`config.mk`:
```
export PLATFORM = sky130hd
export DESIGN_NAME = miriscv_mem_arbiter_flat
export DESIGN_NICKNAME = d
export VERILOG_FILES = /design/src/rtl/miriscv_mem_arbiter_if.sv /design/src/rtl/miriscv_mem_arbiter.sv /design/src/flat_wrapper.sv
export SDC_FILE = /design/constraint.sdc
export NUM_CORES = 1
export LEC_CHECK = 0
export ABC_CLOCK_PERIOD_IN_PS = 1100
export BUFFER_PORTS_ARGS = -buffer_cell sky130_fd_sc_hd__buf_4
export CORE_AREA = 5 5 104 106
export CTS_BUF_LIST = sky130_fd_sc_hd__clkbuf_4 sky130_fd_sc_hd__clkbuf_8
export CTS_CLUSTER_SIZE = 20
export DETAILED_ROUTE_END_ITERATION = 12
export DIE_AREA = 0 0 109 111
export GPL_TIMING_DRIVEN = 0
export PLACE_DENSITY_LB_ADDON = 0.12
export REMOVE_ABC_BUFFERS = 1
export SLEW_MARGIN = 20
export SYNTH_ARGS = -nofsm -noshare
export SYNTH_HDL_FRONTEND = slang
export SYNTH_SLANG_ARGS = --single-unit
```
`constraint.sdc`:
```
create_clock -name clk_i -period 1.1 [get_ports clk_i]
set_input_delay 0 -clock clk_i [delete_from_list [all_inputs] [get_ports clk_i]]
set_output_delay 0 -clock clk_i [all_outputs]
set_load 0.02 [all_outputs]
```
`src/rtl/miriscv_mem_arbiter_if.sv`:
```
// Bus bundle between the core's fetch/LSU ports, the arbiter and the RAM.
// The slave modport is the arbiter's view; the master modport is the view of
// the core plus RAM that surround it.
interface miriscv_mem_arbiter_if #(
  parameter int ADDR_W = 32
);
  logic              instr_req_i;
  logic [ADDR_W-1:0] instr_addr_i;
  logic              instr_gnt_o;
  logic              instr_rvalid_o;
  logic [31:0]       instr_rdata_o;
  logic              instr_err_o;

  logic              data_req_i;
  logic              data_we_i;
  logic [3:0]        data_be_i;
  logic [ADDR_W-1:0] data_addr_i;
  logic [31:0]       data_wdata_i;
  logic              data_gnt_o;
  logic              data_rvalid_o;
  logic [31:0]       data_rdata_o;
  logic              data_err_o;

  logic              mem_req_o;
  logic              mem_we_o;
  logic [3:0]        mem_be_o;
  logic [ADDR_W-1:0] mem_addr_o;
  logic [31:0]       mem_wdata_o;
  logic [31:0]       mem_rdata_i;

  modport slave (
    input  instr_req_i, instr_addr_i,
    output instr_gnt_o, instr_rvalid_o, instr_rdata_o, instr_err_o,
    input  data_req_i, data_we_i, data_be_i, data_addr_i, data_wdata_i,
    output data_gnt_o, data_rvalid_o, data_rdata_o, data_err_o,
    output mem_req_o, mem_we_o, mem_be_o, mem_addr_o, mem_wdata_o,
    input  mem_rdata_i
  );

  modport master (
    output instr_req_i, instr_addr_i,
    input  instr_gnt_o, instr_rvalid_o, instr_rdata_o, instr_err_o,
    output data_req_i, data_we_i, data_be_i, data_addr_i, data_wdata_i,
    input  data_gnt_o, data_rvalid_o, data_rdata_o, data_err_o,
    input  mem_req_o, mem_we_o, mem_be_o, mem_addr_o, mem_wdata_o,
    output mem_rdata_i
  );
endinterface

```
`src/rtl/miriscv_mem_arbiter.sv`:
```
// Two-master arbiter for the single-port, 1-cycle-latency program/data RAM.
// Fetch and load/store requests are granted combinationally (one per cycle);
// the response is routed back to the winner in the following cycle.
// Out-of-range accesses are granted but never reach the RAM; they return err.
// Optional macro MIRISCV_ARB_RR_EN: round-robin on contention (first contended
// grant goes to DATA). Without it DATA has fixed priority over INSTR.
module miriscv_mem_arbiter #(
  parameter int RAM_SIZE = 512,
  parameter int ADDR_W   = 32
) (
  input  logic                   clk_i,
  input  logic                   rst_n_i,
  miriscv_mem_arbiter_if.slave   bus
);

  typedef enum logic [1:0] {
    OWN_NONE  = 2'd0,
    OWN_INSTR = 2'd1,
    OWN_DATA  = 2'd2
  } owner_e;

  localparam logic [ADDR_W-1:0] ADDR_LIMIT = ADDR_W'(4 * RAM_SIZE);

  owner_e            owner_p0, owner_p1;
  logic              err_p0, err_p1;
  logic              we_p0, we_p1;
  logic              prefer_data;
  logic              pick_data, pick_instr;
  logic [ADDR_W-1:0] sel_addr;
  logic              in_range;

`ifdef MIRISCV_ARB_RR_EN
  logic rr_data_q, rr_data_d;

  // Pointer flips only when both masters competed for this cycle's grant.
  always_comb begin
    rr_data_d = rr_data_q;
    if (pick_data && bus.instr_req_i) rr_data_d = 1'b0;
    if (pick_instr && bus.data_req_i) rr_data_d = 1'b1;
  end

  // Round-robin pointer register; 1 = DATA wins the next contention.
  always_ff @(posedge clk_i or negedge rst_n_i) begin
    if (!rst_n_i) rr_data_q <= 1'b1;
    else          rr_data_q <= rr_data_d;
  end

  assign prefer_data = rr_data_q;
`else
  assign prefer_data = 1'b1;
`endif

  // Winner selection; no grant is given while reset is held.
  always_comb begin
    pick_data  = rst_n_i & bus.data_req_i & (~bus.instr_req_i | prefer_data);
    pick_instr = rst_n_i & bus.instr_req_i & ~pick_data;
  end

  assign sel_addr = pick_data ? bus.data_addr_i : bus.instr_addr_i;
  assign in_range = (sel_addr < ADDR_LIMIT);

  // Grant stage (p0): drive RAM port and decide next owner; response stage (p1): route data.
  always_comb begin
    owner_p0        = OWN_NONE;
    err_p0          = 1'b0;
    we_p0           = 1'b0;
    bus.instr_gnt_o = 1'b0;
    bus.data_gnt_o  = 1'b0;
    bus.mem_req_o   = 1'b0;
    bus.mem_we_o    = 1'b0;
    bus.mem_be_o    = 4'h0;
    bus.mem_addr_o  = '0;
    bus.mem_wdata_o = '0;

    if (pick_data) begin
      bus.data_gnt_o = 1'b1;
      owner_p0       = OWN_DATA;
      we_p0          = bus.data_we_i;
      err_p0         = ~in_range;
      if (in_range) begin
        bus.mem_req_o   = 1'b1;
        bus.mem_we_o    = bus.data_we_i;
        bus.mem_be_o    = bus.data_be_i;
        bus.mem_addr_o  = bus.data_addr_i;
        bus.mem_wdata_o = bus.data_wdata_i;
      end
    end else if (pick_instr) begin
      bus.instr_gnt_o = 1'b1;
      owner_p0        = OWN_INSTR;
      err_p0          = ~in_range;
      if (in_range) begin
        bus.mem_req_o  = 1'b1;
        bus.mem_be_o   = 4'hF;
        bus.mem_addr_o = bus.instr_addr_i;
      end
    end

    bus.instr_rvalid_o = (owner_p1 == OWN_INSTR);
    bus.instr_err_o    = (owner_p1 == OWN_INSTR) & err_p1;
    bus.instr_rdata_o  = ((owner_p1 == OWN_INSTR) && !err_p1) ? bus.mem_rdata_i : 32'h0;
    bus.data_rvalid_o  = (owner_p1 == OWN_DATA);
    bus.data_err_o     = (owner_p1 == OWN_DATA) & err_p1;
    bus.data_rdata_o   = ((owner_p1 == OWN_DATA) && !err_p1 && !we_p1) ? bus.mem_rdata_i : 32'h0;
  end

  // Owner/flag register: remembers who gets the response next cycle; reset drops it.
  always_ff @(posedge clk_i or negedge rst_n_i) begin
    if (!rst_n_i) begin
      owner_p1 <= OWN_NONE;
      err_p1   <= 1'b0;
      we_p1    <= 1'b0;
    end else begin
      owner_p1 <= owner_p0;
      err_p1   <= err_p0;
      we_p1    <= we_p0;
    end
  end

endmodule

```
`src/flat_wrapper.sv`:
```
// flat-port wrapper written by rule: the top's interface ports become plain ports
module miriscv_mem_arbiter_flat 
#(
  parameter int RAM_SIZE = 512,
  parameter int ADDR_W   = 32
)
  (clk_i, rst_n_i, bus_instr_req_i, bus_instr_addr_i, bus_instr_gnt_o, bus_instr_rvalid_o, bus_instr_rdata_o, bus_instr_err_o, bus_data_req_i, bus_data_we_i, bus_data_be_i, bus_data_addr_i, bus_data_wdata_i, bus_data_gnt_o, bus_data_rvalid_o, bus_data_rdata_o, bus_data_err_o, bus_mem_req_o, bus_mem_we_o, bus_mem_be_o, bus_mem_addr_o, bus_mem_wdata_o, bus_mem_rdata_i);
  miriscv_mem_arbiter_if #(.ADDR_W(ADDR_W)) bus_i ();
  input  logic clk_i;
  input  logic rst_n_i;
  input wire logic [$bits(bus_i.instr_req_i)-1:0] bus_instr_req_i;
  input wire logic [$bits(bus_i.instr_addr_i)-1:0] bus_instr_addr_i;
  output wire logic [$bits(bus_i.instr_gnt_o)-1:0] bus_instr_gnt_o;
  output wire logic [$bits(bus_i.instr_rvalid_o)-1:0] bus_instr_rvalid_o;
  output wire logic [$bits(bus_i.instr_rdata_o)-1:0] bus_instr_rdata_o;
  output wire logic [$bits(bus_i.instr_err_o)-1:0] bus_instr_err_o;
  input wire logic [$bits(bus_i.data_req_i)-1:0] bus_data_req_i;
  input wire logic [$bits(bus_i.data_we_i)-1:0] bus_data_we_i;
  input wire logic [$bits(bus_i.data_be_i)-1:0] bus_data_be_i;
  input wire logic [$bits(bus_i.data_addr_i)-1:0] bus_data_addr_i;
  input wire logic [$bits(bus_i.data_wdata_i)-1:0] bus_data_wdata_i;
  output wire logic [$bits(bus_i.data_gnt_o)-1:0] bus_data_gnt_o;
  output wire logic [$bits(bus_i.data_rvalid_o)-1:0] bus_data_rvalid_o;
  output wire logic [$bits(bus_i.data_rdata_o)-1:0] bus_data_rdata_o;
  output wire logic [$bits(bus_i.data_err_o)-1:0] bus_data_err_o;
  output wire logic [$bits(bus_i.mem_req_o)-1:0] bus_mem_req_o;
  output wire logic [$bits(bus_i.mem_we_o)-1:0] bus_mem_we_o;
  output wire logic [$bits(bus_i.mem_be_o)-1:0] bus_mem_be_o;
  output wire logic [$bits(bus_i.mem_addr_o)-1:0] bus_mem_addr_o;
  output wire logic [$bits(bus_i.mem_wdata_o)-1:0] bus_mem_wdata_o;
  input wire logic [$bits(bus_i.mem_rdata_i)-1:0] bus_mem_rdata_i;
  assign bus_i.instr_req_i = bus_instr_req_i;
  assign bus_i.instr_addr_i = bus_instr_addr_i;
  assign bus_instr_gnt_o = bus_i.instr_gnt_o;
  assign bus_instr_rvalid_o = bus_i.instr_rvalid_o;
  assign bus_instr_rdata_o = bus_i.instr_rdata_o;
  assign bus_instr_err_o = bus_i.instr_err_o;
  assign bus_i.data_req_i = bus_data_req_i;
  assign bus_i.data_we_i = bus_data_we_i;
  assign bus_i.data_be_i = bus_data_be_i;
  assign bus_i.data_addr_i = bus_data_addr_i;
  assign bus_i.data_wdata_i = bus_data_wdata_i;
  assign bus_data_gnt_o = bus_i.data_gnt_o;
  assign bus_data_rvalid_o = bus_i.data_rvalid_o;
  assign bus_data_rdata_o = bus_i.data_rdata_o;
  assign bus_data_err_o = bus_i.data_err_o;
  assign bus_mem_req_o = bus_i.mem_req_o;
  assign bus_mem_we_o = bus_i.mem_we_o;
  assign bus_mem_be_o = bus_i.mem_be_o;
  assign bus_mem_addr_o = bus_i.mem_addr_o;
  assign bus_mem_wdata_o = bus_i.mem_wdata_o;
  assign bus_i.mem_rdata_i = bus_mem_rdata_i;
  miriscv_mem_arbiter #(.RAM_SIZE(RAM_SIZE), .ADDR_W(ADDR_W)) u_core (.clk_i(clk_i), .rst_n_i(rst_n_i), .bus(bus_i));
endmodule
```
==> results.toml, run 1 <==
[cells_and_area]
stdcell_count = 598
num-nets-final = 604
area_growth_pct = 219
antenna_cells = 0
drive_above_1_share_pct = 81.7
design_area_um2 = 4370

[clock_network]
clock-root-buffer = "clkbuf_8"
clock_sinks = 4
h-tree-depth = 1
cts_tree = "done"
numCtsBuffers = 3
path_clk_slew_ns = 0.03
ctsLongestPathBuffers = 2

[worst_hold_path]
timing.hold.worst.class = "input pin to flop"
hold_depth = 2

[sta]
setup_slack_ns = -0.348
rsz0062_at_grt = "true"
hold_viol_final = 0
finalCritPeriodShare_pct = 132
finalSetupViolCount = 114
layout_min_cycle_time_ns = 1.45
fmax_ghz = 0.691
drv_slew = 0

[logic_synthesis]
syn_area_per_cell_um2 = 7.09
synth_seq_area_share_pct = 7.31
synth.distinct_cells = 31
synth_edf_count = 0
yosys-top-cells-count = "98 x and2_1, 22 x buf_4, 10 x nand2_1"
synthFlopType = "dfrtp_1"
synth_top_cell_area_share_pct = 44.8
yosysWarnings = 0
synthTopCellsByArea = "and2_1 45%, buf_4 12%, dfrtp_1 7.3%"
synth_most_common_cell = "and2_1"
ys_ff_latch = 4
async_flop_share_pct = 100
synth_cells = 193
syn_area_um2 = 1370
yosysTopAreaCell = "and2_1"

[routing]
drt_first_pass_iters = 4
via_count = 2378
wl_um = 9410
ant_nets = 0
drc = 0
met2WireLength_um = 5280
wl_met3_um = 1350
drt-initial-drc-count = 58
wl_met1_um = 2650
vias_per_cell = 3.98
wl_per_cell_um = 15.7
routed.top_layer = "met4"

[setup_path]
cpMaxStageDelayCell = "a22oi_4"
cp.required_ns = 1.10
max_stage_delay_ns = 0.34
worstPathArrival_ns = 1.45
worst-setup-path-type = "input pin to output pin"
crit_path_end_kind = "output pin"
crit_fanout = 7
critPathBufInv = 3
cp_num_cells = 7
cp_cell_sequence = "buf_4, nor4_2, nand4_1, a22oi_4, clkbuf_16, and3_4, buf_6"
startpoint_type = "input pin"
cpLargestDelayFamily = "simple AND/OR/NAND/NOR gates"

[global_route]
grt_use_total_pct = 13.2
antenna_found_initial = 0
grt_pass1_vias = 2530
grt_pass1_wl_um = 12800
grt_max_degree = 18
grt-ovfl-total = 0

[floorplanning]
dieArea_um2 = 12100
initial_core_util_pct = 14.1
core-area_um2 = 9680
ios = 277
die_h_um = 111
die_w_um = 109
row_count = 36

[placement]
place_inst = 570
dp_hpwl_um = 6920
postPlaceCellArea_um2 = 3340
place_congestion = 0.701
portBuffers = 255

[pwr]
p_leak_nw = 2.30
irDropWorstVdd_uv = 216
power_density_nw_per_um2 = 318

[run]
drv_cap = 0

[run_status]
violations = "negative setup slack"
status = "complete, but fails checks"
worst paths after layout:
kind,start,to,slack (ns)
max,bus_instr_addr_i[28],bus_mem_be_o[2],-0.35
min,bus_data_we_i,u_core.we_p1$_DFF_PN0_,0.08
max in group asynchronous,rst_n_i,u_core.owner_p1[0]$_DFF_PN0_,0.70
min in group asynchronous,rst_n_i,u_core.err_p1$_DFF_PN0_,0.23
metal layers:
layer | GRT usage (%) | vias to the layer above
met3 | 5.30 | 6
met5 | 0 | -
li1 | - | 1152
met2 | 26.9 | 166
met1 | 11.4 | 1054
met4 | 3.37 | 0
state kept, by name, summed over array words and instances (netlist names):
signal           count
u_core.err_p1        1
u_core.we_p1         1
u_core.owner_p1      2
cell usage in the layout, fill, tap and decap left out, types with 2 or more instances in the layout:
cell       Yosys  routed
and2_1        98      38
a32o_2         4      10
buf_6          1      95
buf_4         22     174
inv_1          2       2
nor4_4         1       5
dfrtp_1        4       4
nor2_1         3       2
nor2_4         1       7
nand4_1        2       2
clkbuf_8       0       3
nand2_1       10       9
nor4_2         2       2
buf_12         0       5
and3_4         0       4
conb_1         1      21
clkbuf_16      0       3
nor2b_4        0       2
and2_4         0      61
through the flow:
step / utilization [%] / setup slack (ns) / hold WS (ns) / TNS [ns] / power, mW
2_1_floorplan: - / -1.21 / -0.296 / -69.69 / 0.402
3_5_place_dp: 34.5 / -0.643 / -0.171 / -48.35 / 0.926
4_1_cts: 42.0 / -0.345 / 0.0742 / -31.11 / 1.34
3_3_place_gp: 34.1 / -2.10 / -0.171 / -134.42 / 0.909
6_report: 45.1 / -0.348 / 0.0762 / -30.45 / 1.39
5_1_grt: 45.1 / -0.445 / 0.0890 / -39.91 / 1.47
report_power, final:
group          leakage, nW  internal (mW)  switching (mW)
Combinational         2.22          0.542           0.385
Clock               0.0216          0.232          0.0673
Sequential          0.0521          0.155         0.00818
cell families after synthesis:
| group | synth area share, % |
|---|---|
| flops | 7.31 |
| other cells | 0.274 |
| simple gates | 64.6 |
| buf+inv | 16.8 |
| compound gates | 11.0 |
timing repair:
| action | CTS | global route |
|---|---|---|
| resized for setup | 139 | 61 |
| setup endpoints to repair | 115 | 115 |
| cloned | 5 | 3 |
| buffers inserted | 12 | 7 |
| pin swaps | 23 | 43 |
| endpoints found under the hold margin | 4 | 0 |
| hold buffers | 1 | 0 |
layout make-up:
class / count / area (um^2)
Multi-Input combinational cell: 178 / 1500
Fill cell: 945 / 5310
Tap cell: 133 / 166
Inverter: 2 / 7.51
Clock buffer: 3 / 41.3
Timing Repair Buffer: 278 / 2560
Sequential cell: 4 / 100
No activity file was read; power rests on OpenSTA's default activity.
==> inputs of run 2 (changes only) <==
ABC_AREA = 1   (was default)
CORE_AREA = 5 5 105 107   (was 5 5 104 106)
DIE_AREA = 0 0 110 112   (was 0 0 109 111)
==> run 2 against run 1 <==
Against the previous run:
- the flow still finishes with violations (negative setup slack)
- routed wire length grew 29%
- cell area grew 24%
- non-clock buffer count grew 4
- critical path depth grew 7
- worst setup slack lost 0.0061 ns
- fmax shrank 0.42%
- synthesized area grew 33%
- utilization grew 8.8 points
- critical endpoint is now bus_mem_addr_o[7]
- largest power group unchanged
- highest routed layer unchanged
==> results.toml, run 2 <==
[pwr]
irDropWorstVdd_uv = 166
clockPowerShare_pct = 16.7
combPwrFrac_pct = 74.1
sequentialPowerShare_pct = 9.2
p_leak_nw = 2.68
p_switching_mw = 0.814
p_sw_share_pct = 44.8
power_density_nw_per_um2 = 336
p_int_mw = 1.01

[sta]
layout_min_cycle_time_ns = 1.45
finalCritPeriodShare_pct = 132
setup_slack_ns = -0.354
rsz0062_at_grt = "true"
fmax_ghz = 0.688
drv_slew = 0
finalSetupViolCount = 114
totalNegativeSetupSlack_ns = -28.12
hold_viol_final = 0
relSlewSlack_pct = 64.7
worstMarginPinSlew_ns = 0.528

[routing]
drt-initial-drc-count = 106
drc = 0
drt_first_pass_iters = 4
wl_um = 12200
ant_nets = 0
via_count = 3110
vias_per_cell = 4.15
wl_per_cell_um = 16.3

[setup_path]
crit_fanout = 8
cp_common_cell = "buf_12"
cp.required_ns = 1.10
cp_cell_sequence = "buf_12, nand2_8, inv_16, nand2_1, nand4_1, nor2_2, nand2_4, nor2_8, buf_12, buf_12, buf_6, nand3_2, nand2_2, buf_6"
max_stage_delay_ns = 0.17
crit_path_end_kind = "output pin"
cpMaxStageDelayCell = "nor2_2"
startpoint_type = "input pin"
worst-setup-path-type = "input pin to output pin"
worstPathArrival_ns = 1.45

[clock_network]
clock_sinks = 4
cts_tree = "done"
numCtsBuffers = 3
path_clk_slew_ns = 0.03
clock-root-buffer = "clkbuf_8"
h-tree-depth = 1
ctsLongestPathBuffers = 2

[floorplanning]
core-area_um2 = 10000
row_count = 37
initial_core_util_pct = 18.1
die_w_um = 110
ios = 277
dieArea_um2 = 12300
die_h_um = 112

[global_route]
antenna_found_initial = 0
grt-ovfl-total = 0
grt_use_total_pct = 17.1
grt_pass1_wl_um = 16500
grt_max_degree = 18
grt_pass1_vias = 3234

[logic_synthesis]
yosysTopAreaCell = "nor2_1"
syn_area_per_cell_um2 = 5.49
async_flop_share_pct = 100
synth_seq_area_share_pct = 5.49
synth.distinct_cells = 22
synth_top_cell_area_share_pct = 18.8
synthTopCellsByArea = "nor2_1 19%, nor2_4 19%, inv_1 16%"
yosysWarnings = 0
yosys-top-cells-count = "91 x nor2_1, 76 x inv_1, 40 x nand2_1"
synthFlopType = "dfrtp_1"
ys_ff_latch = 4
synth_cells = 332
synth_most_common_cell = "nor2_1"
synth_edf_count = 0
syn_area_um2 = 1820

[run_status]
violations = "negative setup slack"
status = "complete, but fails checks"

[cells_and_area]
antenna_cells = 0
drive_above_1_share_pct = 71.9
layout_common_cells = "167 x buf_4, 103 x buf_6, 101 x nor2_4"
top_register = "u_core.owner_p1"
nFillCells = 901
area_growth_pct = 197
num-nets-final = 752
utilization_pct = 53.9
largest_reg_flops = 2
layout_commonest_cell = "buf_4"
top_regs = "u_core.owner_p1 (2), u_core.err_p1 (1), u_core.we_p1 (1)"

[placement]
place_congestion = 0.739
portBuffers = 255
dp_hpwl_um = 7570

[worst_hold_path]
timing.hold.worst.class = "input pin to flop"

[run]
drv_cap = 0
-- run 2: routing by layer --
layer	global-route usage, %	routed length (um)	vias to the layer above
li1	-	-	1499
met1	16.3	3950	1419
met2	36.0	6860	182
met3	4.00	1220	10
met4	2.33	153	0
met5	0	0	-
-- run 2: power groups by stage --
stage	sequential, mW	clock, mW	combinational (mW)
after global placement	0.161	0	0.891
after detailed placement	0.161	0	0.900
final	0.168	0.304	1.35
after CTS	0.167	0.315	1.23
after global routing	0.169	0.331	1.44
after floorplan	0.160	0	0.374
-- run 2: repair_timing --
item                                   CTS  global route
hold buffers                             1             0
setup endpoints to repair              115           117
pin swaps                               36            17
buffers inserted                        23             2
gates resized for setup                227            98
endpoints found under the hold margin    4             0
gates cloned                            14             1
-- run 2: cell type report --
type                       count  area, um^2  area share [%]
inverter                      79         328            6.05
timing repair inverter         1        8.76           0.162
timing repair buffer         282        2650            48.8
sequential                     4         103            1.89
clock buffer                   3        41.3           0.762
tap                          136         170            3.14
multi-input combinational    244        2120            39.2
-- run 2: path summary, 6_finish.rpt --
| kind | from | end | slack (ns) | cells past startpoint |
|---|---|---|---|---|
| worst max-delay path | bus_data_req_i | bus_mem_addr_o[7] | -0.35 | 14 |
| worst min-delay path | bus_data_req_i | u_core.we_p1$_DFF_PN0_ | 0.11 | 3 |
| max in group asynchronous | rst_n_i | u_core.err_p1$_DFF_PN0_ | 0.62 | 3 |
| min in group asynchronous | rst_n_i | u_core.owner_p1[0]$_DFF_PN0_ | 0.30 | 3 |
-- run 2: logic make-up (layout without fill, tap and decap cells) --
kind of cell           Yosys count  after routing  synth area share, %
other                            1             21                0.206
AND/OR/NAND/NOR                204            217                 59.5
buffers and inverters          117            365                 33.2
flip-flops                       4              4                 5.49
AO/OA/AOI/OAI                    6              6                 1.65
-- run 2: critical path: cells and delay by family --
kind / cells / cell delay, ns
buffers and inverters: 6 / 0.62
and+or+nand+nor: 8 / 0.81
-- run 2: through the flow --
step	setup slack, ns	cells	instance area (um^2)	hold WS, ns	total power, mW
after floorplan	-0.825	314	1590	-0.296	0.534
after global placement	-1.54	705	3670	-0.151	1.05
after detailed placement	-1.52	705	3680	-0.149	1.06
after CTS	-0.421	746	5020	0.102	1.71
after global routing	-0.483	749	5420	0.120	1.94
final	-0.354	749	5420	0.113	1.82
